**src/rtl/multicycle_controller_pkg.sv**
```systemverilog
`default_nettype none
// ============================================================================
// Module : multicycle_controller_pkg
// Brief  : Shared encodings for the multicycle RV32 control path.
// Rev    : 1.0  initial release
// ============================================================================
package multicycle_controller_pkg;

  typedef enum logic [3:0] {
    S_FETCH    = 4'd0,
    S_DECODE   = 4'd1,
    S_MEMADR   = 4'd2,
    S_MEMREAD  = 4'd3,
    S_MEMWB    = 4'd4,
    S_MEMWRITE = 4'd5,
    S_EXECUTER = 4'd6,
    S_EXECUTEI = 4'd7,
    S_ALUWB    = 4'd8,
    S_BEQ      = 4'd9,
    S_JAL      = 4'd10,
    S_ILLEGAL  = 4'd11
  } state_t;

  localparam logic [6:0] C_OP_LW    = 7'b0000011;
  localparam logic [6:0] C_OP_SW    = 7'b0100011;
  localparam logic [6:0] C_OP_RTYPE = 7'b0110011;
  localparam logic [6:0] C_OP_ITYPE = 7'b0010011;
  localparam logic [6:0] C_OP_BEQ   = 7'b1100011;
  localparam logic [6:0] C_OP_JAL   = 7'b1101111;

  localparam logic [2:0] C_ALU_ADD = 3'b000;
  localparam logic [2:0] C_ALU_SUB = 3'b001;
  localparam logic [2:0] C_ALU_AND = 3'b010;
  localparam logic [2:0] C_ALU_OR  = 3'b011;
  localparam logic [2:0] C_ALU_SLT = 3'b101;

  localparam logic [1:0] C_ALUOP_ADD   = 2'b00;
  localparam logic [1:0] C_ALUOP_SUB   = 2'b01;
  localparam logic [1:0] C_ALUOP_FUNCT = 2'b10;

  localparam logic [1:0] C_IMM_I = 2'b00;
  localparam logic [1:0] C_IMM_S = 2'b01;
  localparam logic [1:0] C_IMM_B = 2'b10;
  localparam logic [1:0] C_IMM_J = 2'b11;

  function automatic logic [1:0] imm_src(input logic [6:0] op);
    case (op)
      C_OP_SW:  imm_src = C_IMM_S;
      C_OP_BEQ: imm_src = C_IMM_B;
      C_OP_JAL: imm_src = C_IMM_J;
      default:  imm_src = C_IMM_I;
    endcase
  endfunction

endpackage
`default_nettype wire

```
**src/rtl/multicycle_controller_alu_decoder.sv**
```systemverilog
`default_nettype none
// ============================================================================
// Module : alu_decoder
// Brief  : Maps ALUOp and instruction function fields to an ALU operation.
// Rev    : 1.0  initial release
// ============================================================================
module alu_decoder
  import multicycle_controller_pkg::*;
(
  input  logic [1:0] alu_op_i,
  input  logic [2:0] funct3_i,
  input  logic       op5_i,
  input  logic       funct7b5_i,
  output logic [2:0] alu_control_o
);

  always_comb begin
    alu_control_o = C_ALU_ADD;
    case (alu_op_i)
      C_ALUOP_SUB: alu_control_o = C_ALU_SUB;
      C_ALUOP_FUNCT: begin
        case (funct3_i)
          // Only R-type carries a real funct7; I-type reuses those bits as immediate
          3'b000:  alu_control_o = (op5_i & funct7b5_i) ? C_ALU_SUB : C_ALU_ADD;
          3'b010:  alu_control_o = C_ALU_SLT;
          3'b110:  alu_control_o = C_ALU_OR;
          3'b111:  alu_control_o = C_ALU_AND;
          default: alu_control_o = C_ALU_ADD;
        endcase
      end
      default: alu_control_o = C_ALU_ADD;
    endcase
  end

endmodule
`default_nettype wire

```
**src/rtl/multicycle_controller.sv**
```systemverilog
`default_nettype none
// ============================================================================
// Module : multicycle_controller
// Brief  : Sequencing FSM driving the shared-memory multicycle RV32 datapath.
// Rev    : 1.0  initial release
// ============================================================================
module multicycle_controller
  import multicycle_controller_pkg::*;
(
  input  logic       clk,
  input  logic       rst,
  input  logic [6:0] Op,
  input  logic [2:0] funct3,
  input  logic [6:0] funct7,
  input  logic       Zero,
  input  logic       MemReady,
  output logic       PCWrite,
  output logic       AdrSrc,
  output logic       MemWrite,
  output logic       IRWrite,
  output logic [1:0] ResultSrc,
  output logic [1:0] ALUSrcA,
  output logic [1:0] ALUSrcB,
  output logic [2:0] ALUControl,
  output logic       RegWrite,
  output logic [1:0] ImmSrc,
  output logic       Illegal,
  output logic [3:0] State
);

  state_t     state_q;
  state_t     state_d;
  logic [1:0] alu_op;
  logic       unused_funct7;

  assign unused_funct7 = ^{funct7[6], funct7[4:0]};

  always_ff @(posedge clk or posedge rst) begin
    if (rst) state_q <= S_FETCH;
    else     state_q <= state_d;
  end

  always_comb begin
    state_d = state_q;
    case (state_q)
      S_FETCH:    if (MemReady) state_d = S_DECODE;
      S_DECODE: begin
        case (Op)
          C_OP_LW, C_OP_SW: state_d = S_MEMADR;
          C_OP_RTYPE:       state_d = S_EXECUTER;
          C_OP_ITYPE:       state_d = S_EXECUTEI;
          C_OP_BEQ:         state_d = S_BEQ;
          C_OP_JAL:         state_d = S_JAL;
          default:          state_d = S_ILLEGAL;
        endcase
      end
      S_MEMADR:   state_d = (Op == C_OP_LW) ? S_MEMREAD : S_MEMWRITE;
      S_MEMREAD:  if (MemReady) state_d = S_MEMWB;
      S_MEMWRITE: if (MemReady) state_d = S_FETCH;
      S_EXECUTER, S_EXECUTEI, S_JAL: state_d = S_ALUWB;
      S_MEMWB, S_ALUWB, S_BEQ:       state_d = S_FETCH;
      S_ILLEGAL:  state_d = S_ILLEGAL;
      default:    state_d = S_FETCH;
    endcase
  end

  always_comb begin
    PCWrite   = 1'b0;
    AdrSrc    = 1'b0;
    MemWrite  = 1'b0;
    IRWrite   = 1'b0;
    ResultSrc = 2'b00;
    ALUSrcA   = 2'b00;
    ALUSrcB   = 2'b00;
    RegWrite  = 1'b0;
    alu_op    = C_ALUOP_ADD;
    case (state_q)
      S_FETCH: begin
        // PC+4 computed and written through ALUResult while memory returns the word
        IRWrite   = MemReady;
        PCWrite   = MemReady;
        ALUSrcB   = 2'b10;
        ResultSrc = 2'b10;
      end
      S_DECODE: begin
        ALUSrcA = 2'b01;
        ALUSrcB = 2'b01;
      end
      S_MEMADR: begin
        ALUSrcA = 2'b10;
        ALUSrcB = 2'b01;
      end
      S_MEMREAD:  AdrSrc = 1'b1;
      S_MEMWB: begin
        ResultSrc = 2'b01;
        RegWrite  = 1'b1;
      end
      S_MEMWRITE: begin
        AdrSrc   = 1'b1;
        MemWrite = 1'b1;
      end
      S_EXECUTER: begin
        ALUSrcA = 2'b10;
        alu_op  = C_ALUOP_FUNCT;
      end
      S_EXECUTEI: begin
        ALUSrcA = 2'b10;
        ALUSrcB = 2'b01;
        alu_op  = C_ALUOP_FUNCT;
      end
      S_ALUWB:    RegWrite = 1'b1;
      S_BEQ: begin
        ALUSrcA = 2'b10;
        alu_op  = C_ALUOP_SUB;
        PCWrite = Zero;
      end
      S_JAL: begin
        ALUSrcA = 2'b01;
        ALUSrcB = 2'b10;
        PCWrite = 1'b1;
      end
      default: ;
    endcase
  end

  alu_decoder u_alu_decoder (
    .alu_op_i      (alu_op),
    .funct3_i      (funct3),
    .op5_i         (Op[5]),
    .funct7b5_i    (funct7[5]),
    .alu_control_o (ALUControl)
  );

  assign ImmSrc  = imm_src(Op);
  assign Illegal = (state_q == S_ILLEGAL);
  assign State   = state_q;

endmodule
`default_nettype wire

```
**config.mk**
```make
export PLATFORM = sky130hd
export DESIGN_NAME = multicycle_controller
export DESIGN_NICKNAME = d
export VERILOG_FILES = /design/src/rtl/multicycle_controller_pkg.sv /design/src/rtl/multicycle_controller_alu_decoder.sv /design/src/rtl/multicycle_controller.sv
export SDC_FILE = /design/constraint.sdc
export NUM_CORES = 1
export LEC_CHECK = 0
export CAP_MARGIN = 5
export CELL_PAD_IN_SITES_DETAIL_PLACEMENT = 2
export CELL_PAD_IN_SITES_GLOBAL_PLACEMENT = 2
export CORE_ASPECT_RATIO = 0.5
export CORE_UTILIZATION = 19
export DETAILED_ROUTE_END_ITERATION = 7
export HOLD_SLACK_MARGIN = 0.1
export PLACE_DENSITY = 0.9
export SLEW_MARGIN = 20
export SYNTH_ARGS = -nofsm -noshare
export SYNTH_HDL_FRONTEND = slang
export SYNTH_SLANG_ARGS = --single-unit
export TNS_END_PERCENT = 1
```
**constraint.sdc**
```tcl
create_clock -name clk -period 2.7 [get_ports clk]
set_input_delay 0.27 -clock clk [delete_from_list [all_inputs] [get_ports clk]]
set_output_delay 0.27 -clock clk [all_outputs]
set_load 0.01 [all_outputs]
```
==> results.json, run 1 <==
{
  "fin_skew_ps": 5.85,
  "antenna_cells": 0,
  "grt_max_degree": 19,
  "synth-adder-area-share_pct": 3.80,
  "htree_num_levels": 1,
  "die_h_um": 43.6,
  "cts_buffers": 3,
  "final_cell_mix": "clkdlybuf4s50_1 (35), nor2_1 (12), inv_1 (9), nand2_1 (6), nor3_1 (6)",
  "slowest_stage": "clkdlybuf4s50_1",
  "largest_reg_flops": 4,
  "worst-setup-path-type": "register to output pin",
  "path_buf_inv": 2,
  "dr_total_vias": 898,
  "dp_hpwl_mm": 2.15,
  "worst_slack_ps": 165,
  "crit_path_end_kind": "output pin",
  "final_layout_size_suffix_gt1_share_pct": 12.0,
  "fin_setup_tns_ps": 0,
  "synthArstFlopShare_pct": 100,
  "hold_violations": 0,
  "synth_mux_area_share_pct": 0,
  "critPathMaxStageDelay_ps": 610,
  "cts_buffer_depth": 2,
  "worstSkewPairLatency_ps": 220,
  "irDropWorstVdd_v": 0.000418,
  "core_area_sq_um": 3150,
  "final_nets": 158,
  "ys_ff_latch": 4,
  "setup_viol": 0,
  "wire_per_inst_um": 17.1,
  "clockRootBuffer": "clkbuf_8",
  "gp_congestion": 0.766,
  "final_cells": 173,
  "rsz0062_at_grt": "false",
  "whs_ps": 283,
  "synth_edf_count": 0,
  "final_common_cell": "clkdlybuf4s50_1",
  "tritoncts": "yes",
  "dieArea_sq_um": 3720,
  "synth.net_count": 119,
  "overflow": 0,
  "placed_area_sq_um": 1060,
  "synth_xor_area_share_pct": 3.99,
  "cp-start-kind": "register",
  "crit_family": "buffers and inverters",
  "fin_crit_sh_pct": 93.9,
  "total_power_mw": 1.07,
  "min_path_type": "input port to async pin",
  "synthToLayoutAreaGrowth_pct": 68.4,
  "yosys.area_share.simple_pct": 38.6,
  "synth_cells": 96,
  "synth-main-ff-cell": "dfrtp_1",
  "num_io_pins": 42,
  "io_buffers": 35,
  "drc_errors": 0,
  "worst_pin_slew_ps": 616,
  "final.min_clock_period_ps": 2530,
  "status": "finished, final reports clean",
  "cp.arrival_ps": 2260,
  "p_per_area_nw_per_um2": 963,
  "fmax_mhz": 395,
  "synthDistinctLibCells": 37,
  "netlist_area_sq_um": 658,
  "synth-compound-area-share_pct": 27.4,
  "worstPathMaxFanout": 8,
  "cts_hold_buf": 0,
  "totalWireLength_mm": 2.95,
  "dp_cells": 170,
  "rows": 14,
  "postCtsSetupBuffers": 0,
  "fin_area_sq_um": 1110,
  "drv_slew": 0,
  "routed_via_density": 5.19,
  "required_ps": 2430,
  "crit_chain": "inv_2, nor2_2, nand2_1, ha_1, nor4_1, clkdlybuf4s50_1",
  "synth.avg_cell_area_sq_um": 6.86,
  "place_ws_ps": 306,
  "p_leak_nw": 0.458,
  "antenna_left": 0,
  "relSlewSlack_pct": 58.6,
  "n_fill_cell": 368,
  "max_cap_viol_count": 0,
  "yosys_warnings": 0,
  "post_cts_resized": 0,
  "antenna_found_initial": 0,
  "clk_pin_slew_ps": 30,
  "fin_util_pct": 35.2,
  "initial_utilization_pct": 20.9,
  "drt-initial-drc-count": 14,
  "synth_top_family_by_area": "simple AND/OR/NAND/NOR gates",
  "die_w_um": 85.2,
  "grt_util_all_layers_pct": 16.9,
  "grt_pass1_vias": 975,
  "grt_pass1_wl_mm": 4.83,
  "dr.pass1.iters": 4,
  "cts.sinks": 4,
  "ys_seq_area_share_pct": 15.2
}
-- where the power goes --
part	switching, mW	internal [mW]	total (mW)
combinational	0.449	0.388	0.837
sequential	0.0175	0.0857	0.103
clock	0.0326	0.0952	0.128
-- cell type report --
cell class                 instances  area, sq um  area share (%)
clock buffer                       3         41.3            3.72
inverter                          11         41.3            3.72
multi-input combinational         75          488            44.0
sequential                         4          100            9.03
tap                               40         50.0            4.51
timing repair buffer              40          388            35.0
-- synthesized netlist by cell type (2+ instances only) --
master | count | share of area [%]
nor2_1 | 13 | 7.4
o21ai_1 | 2 | 1.5
nand2_1 | 6 | 3.4
xor2_1 | 2 | 2.7
dfrtp_1 | 4 | 15
a31oi_1 | 3 | 2.9
nor3b_1 | 2 | 2.3
o21ai_0 | 5 | 3.8
and3_1 | 4 | 3.8
buf_2 | 4 | 3.0
inv_2 | 2 | 1.1
nor3_1 | 6 | 4.6
nor4_1 | 4 | 3.8
a211oi_1 | 2 | 2.3
a21oi_1 | 4 | 3.0
nand3_1 | 2 | 1.5
o22a_1 | 2 | 2.7
inv_1 | 9 | 5.1
ha_1 | 2 | 3.8
-- path summary, 6_finish.rpt --
check / slack [ps] / from / to / depth (start not counted)
max: 170 / State[1]$_DFFE_PP0P_ / ALUControl[2] / 6
min: 280 / rst / State[3]$_DFFE_PP0P_ / 2
max reg2reg: 1140 / State[1]$_DFFE_PP0P_ / State[0]$_DFFE_PP0P_ / 5
min reg2reg: 700 / State[3]$_DFFE_PP0P_ / State[3]$_DFFE_PP0P_ / 3
max in group asynchronous: 2250 / rst / State[0]$_DFFE_PP0P_ / 2
min in group clk: 700 / State[3]$_DFFE_PP0P_ / State[3]$_DFFE_PP0P_ / 3
-- per-layer routing --
| layer | wire length (um) | global-route usage, % | part of all wire, % |
|---|---|---|---|
| met3 | 95 | 1.90 | 3.2 |
| met1 | 1370 | 20.8 | 46 |
| met4 | 29 | 6.78 | 0.98 |
| met2 | 1460 | 31.0 | 49 |
| met5 | 0 | 0 | 0 |
-- logic make-up after synthesis --
| logic type | after synthesis |
|---|---|
| AND/OR/NAND/NOR | 44 |
| AO/OA/AOI/OAI | 26 |
| buffers and inverters | 17 |
| flip-flops | 4 |
| XOR/XNOR | 3 |
| adder cells (fa/ha/maj) | 2 |
Power figures use the tool's default switching activity.
==> inputs of run 2 (changes only) <==
ABC_AREA = 0   (was not set)
CORE_UTILIZATION = 16   (was 19)
PLACE_DENSITY = 0.81   (was 0.9)
SETUP_SLACK_MARGIN = 0.02   (was not set)
clock period = 2.1 ns   (was 2.7 ns; I/O delays follow)
==> run 2 against run 1 <==
Utilization down 4.4 points. Register-to-register slack lost 500 ps. Clock skew rose by 1.4 ps. Power grew 27%. Highest routed layer is now met3.
==> results.json, run 2 (synthesis results as in run 1) <==
{
  "cp-start-kind": "register",
  "cts_buffers": 3,
  "fmax_mhz": 512,
  "hold_violations": 0,
  "gp_congestion": 0.818,
  "io_buffers": 35,
  "overflow": 0,
  "setup_viol": 0,
  "rsz0062_at_grt": "false",
  "p_per_area_nw_per_um2": 1130,
  "synthToLayoutAreaGrowth_pct": 83.7,
  "fin_setup_tns_ps": 0,
  "final_layout_size_suffix_gt1_share_pct": 20.3,
  "critical_path.startpoint": "State[2]$_DFFE_PP0P_",
  "p_leak_nw": 0.590,
  "worstSkewPairLatency_ps": 220,
  "worstPathMaxFanout": 17,
  "dp_hpwl_mm": 2.20,
  "final_nets": 168,
  "dr_total_vias": 905,
  "final.min_clock_period_ps": 1950,
  "htree_num_levels": 1,
  "cts_buffer_depth": 2,
  "crit_path_end_kind": "output pin",
  "dieArea_sq_um": 4390,
  "totalWireLength_mm": 2.74,
  "largest_reg_flops": 4,
  "status": "finished, final reports clean",
  "min_path_type": "input port to async pin",
  "rows": 16,
  "antenna_found_initial": 0,
  "die_h_um": 47.4,
  "antenna_cells": 0,
  "grt_util_all_layers_pct": 13.1,
  "relSlewSlack_pct": 67.0,
  "tritoncts": "yes",
  "worst-setup-path-type": "register to output pin",
  "cts.sinks": 4,
  "placed_area_sq_um": 1160,
  "required_ps": 1890,
  "cts_hold_buf": 0,
  "initial_utilization_pct": 16.8,
  "worst_pin_slew_ps": 491,
  "dr.pass1.iters": 4,
  "fin_area_sq_um": 1210,
  "core_area_sq_um": 3920,
  "r2r_start": "State[1]$_DFFE_PP0P_",
  "final_common_cell": "clkdlybuf4s50_1",
  "wire_per_inst_um": 13.9,
  "routed_via_density": 4.59,
  "final_cell_mix": "clkdlybuf4s50_1 (25), buf_4 (14), nor2_1 (11), inv_1 (9)",
  "clk_pin_slew_ps": 30,
  "grt_max_degree": 18,
  "grt_pass1_vias": 902,
  "drt-initial-drc-count": 11,
  "fin_skew_ps": 7.30,
  "n_fill_cell": 461,
  "clockRootBuffer": "clkbuf_8",
  "antenna_left": 0,
  "cp.arrival_ps": 1740,
  "max_cap_viol_count": 0,
  "fin_crit_sh_pct": 93.1,
  "die_w_um": 92.7,
  "drc_errors": 0,
  "irDropWorstVdd_v": 0.000310,
  "drv_slew": 0,
  "grt_pass1_wl_mm": 4.40,
  "num_io_pins": 42
}
==> run 2: cell count changes in the layout (fill, tap and decap cells not counted), sizes merged <==
cell	change
clkbuf	+1
dlygate4sd2	+5
dlymetal6s2s	+4
buf	+10
clkdlybuf4s50	-10
==> run 2: per-stage QoR <==
stage	cells	utilization, %	power, mW	hold WS, ps	setup slack (ps)
3_3_place_gp	194	29.5	1.20	399	66.3
3_5_place_dp	194	29.5	1.23	422	5.58
6_report	197	30.8	1.36	196	145
5_1_grt	197	30.8	1.49	203	26.8
4_1_cts	197	30.5	1.38	189	-33.0
2_1_floorplan	96	-	0.698	-23.9	229
==> run 2: final timing paths <==
kind                                         to  slack, ps  depth (start not counted)
min in group clk           State[2]$_DFFE_PP0P_        700                          2
max reg2reg                State[0]$_DFFE_PP0P_        640                          6
max in group asynchronous  State[0]$_DFFE_PP0P_       1730                          2
max                                    RegWrite        150                          4
min reg2reg                State[2]$_DFFE_PP0P_        700                          2
min                        State[3]$_DFFE_PP0P_        200                          2
==> run 2: critical path, stage by stage, from the launching register on <==
cell and delay, ps:
dfrtp_1 400, buf_6 200, xor2_1 210, and3_1 180, clkdlybuf4s50_1 530
==> run 2: power by group <==
group          internal (mW)  total [mW]  leakage (nW)  switching, mW
Clock                  0.122       0.163        0.0216         0.0404
Combinational          0.513        1.06         0.516          0.552
Sequential             0.110       0.134        0.0520         0.0238
Total                  0.745        1.36         0.590          0.616
==> run 2: what timing repair did <==
item	in CTS	in global routing
hold endpoints to repair	0	0
resized for setup	8	9
setup buffers	0	0
setup endpoints to repair	7	8
pin swaps	0	0
==> run 2: final cells by class <==
class	instances	area [sq um]	share of cell area, %
sequential	4	100	8.28
timing repair buffer	50	465	38.5
tap	54	67.6	5.59
multi-input combinational	75	493	40.8
clock buffer	3	41.3	3.42
inverter	11	41.3	3.42
==> run 2: layer usage <==
| layer | GRT usage [%] | part of all wire, % | vias to the layer above |
|---|---|---|---|
| met5 | 0 | 0 | - |
| met4 | 1.85 | 0 | 0 |
| met3 | 2.75 | 3.0 | 0 |
| met2 | 25.5 | 50 | 15 |
| met1 | 16.0 | 47 | 446 |
| li1 | - | - | 444 |
==> inputs of run 3 (changes only) <==
SLEW_MARGIN = not set   (was 20)
==> results of run 3 <==
No change in the layout: final DEF, timing and power equal those of run 2.
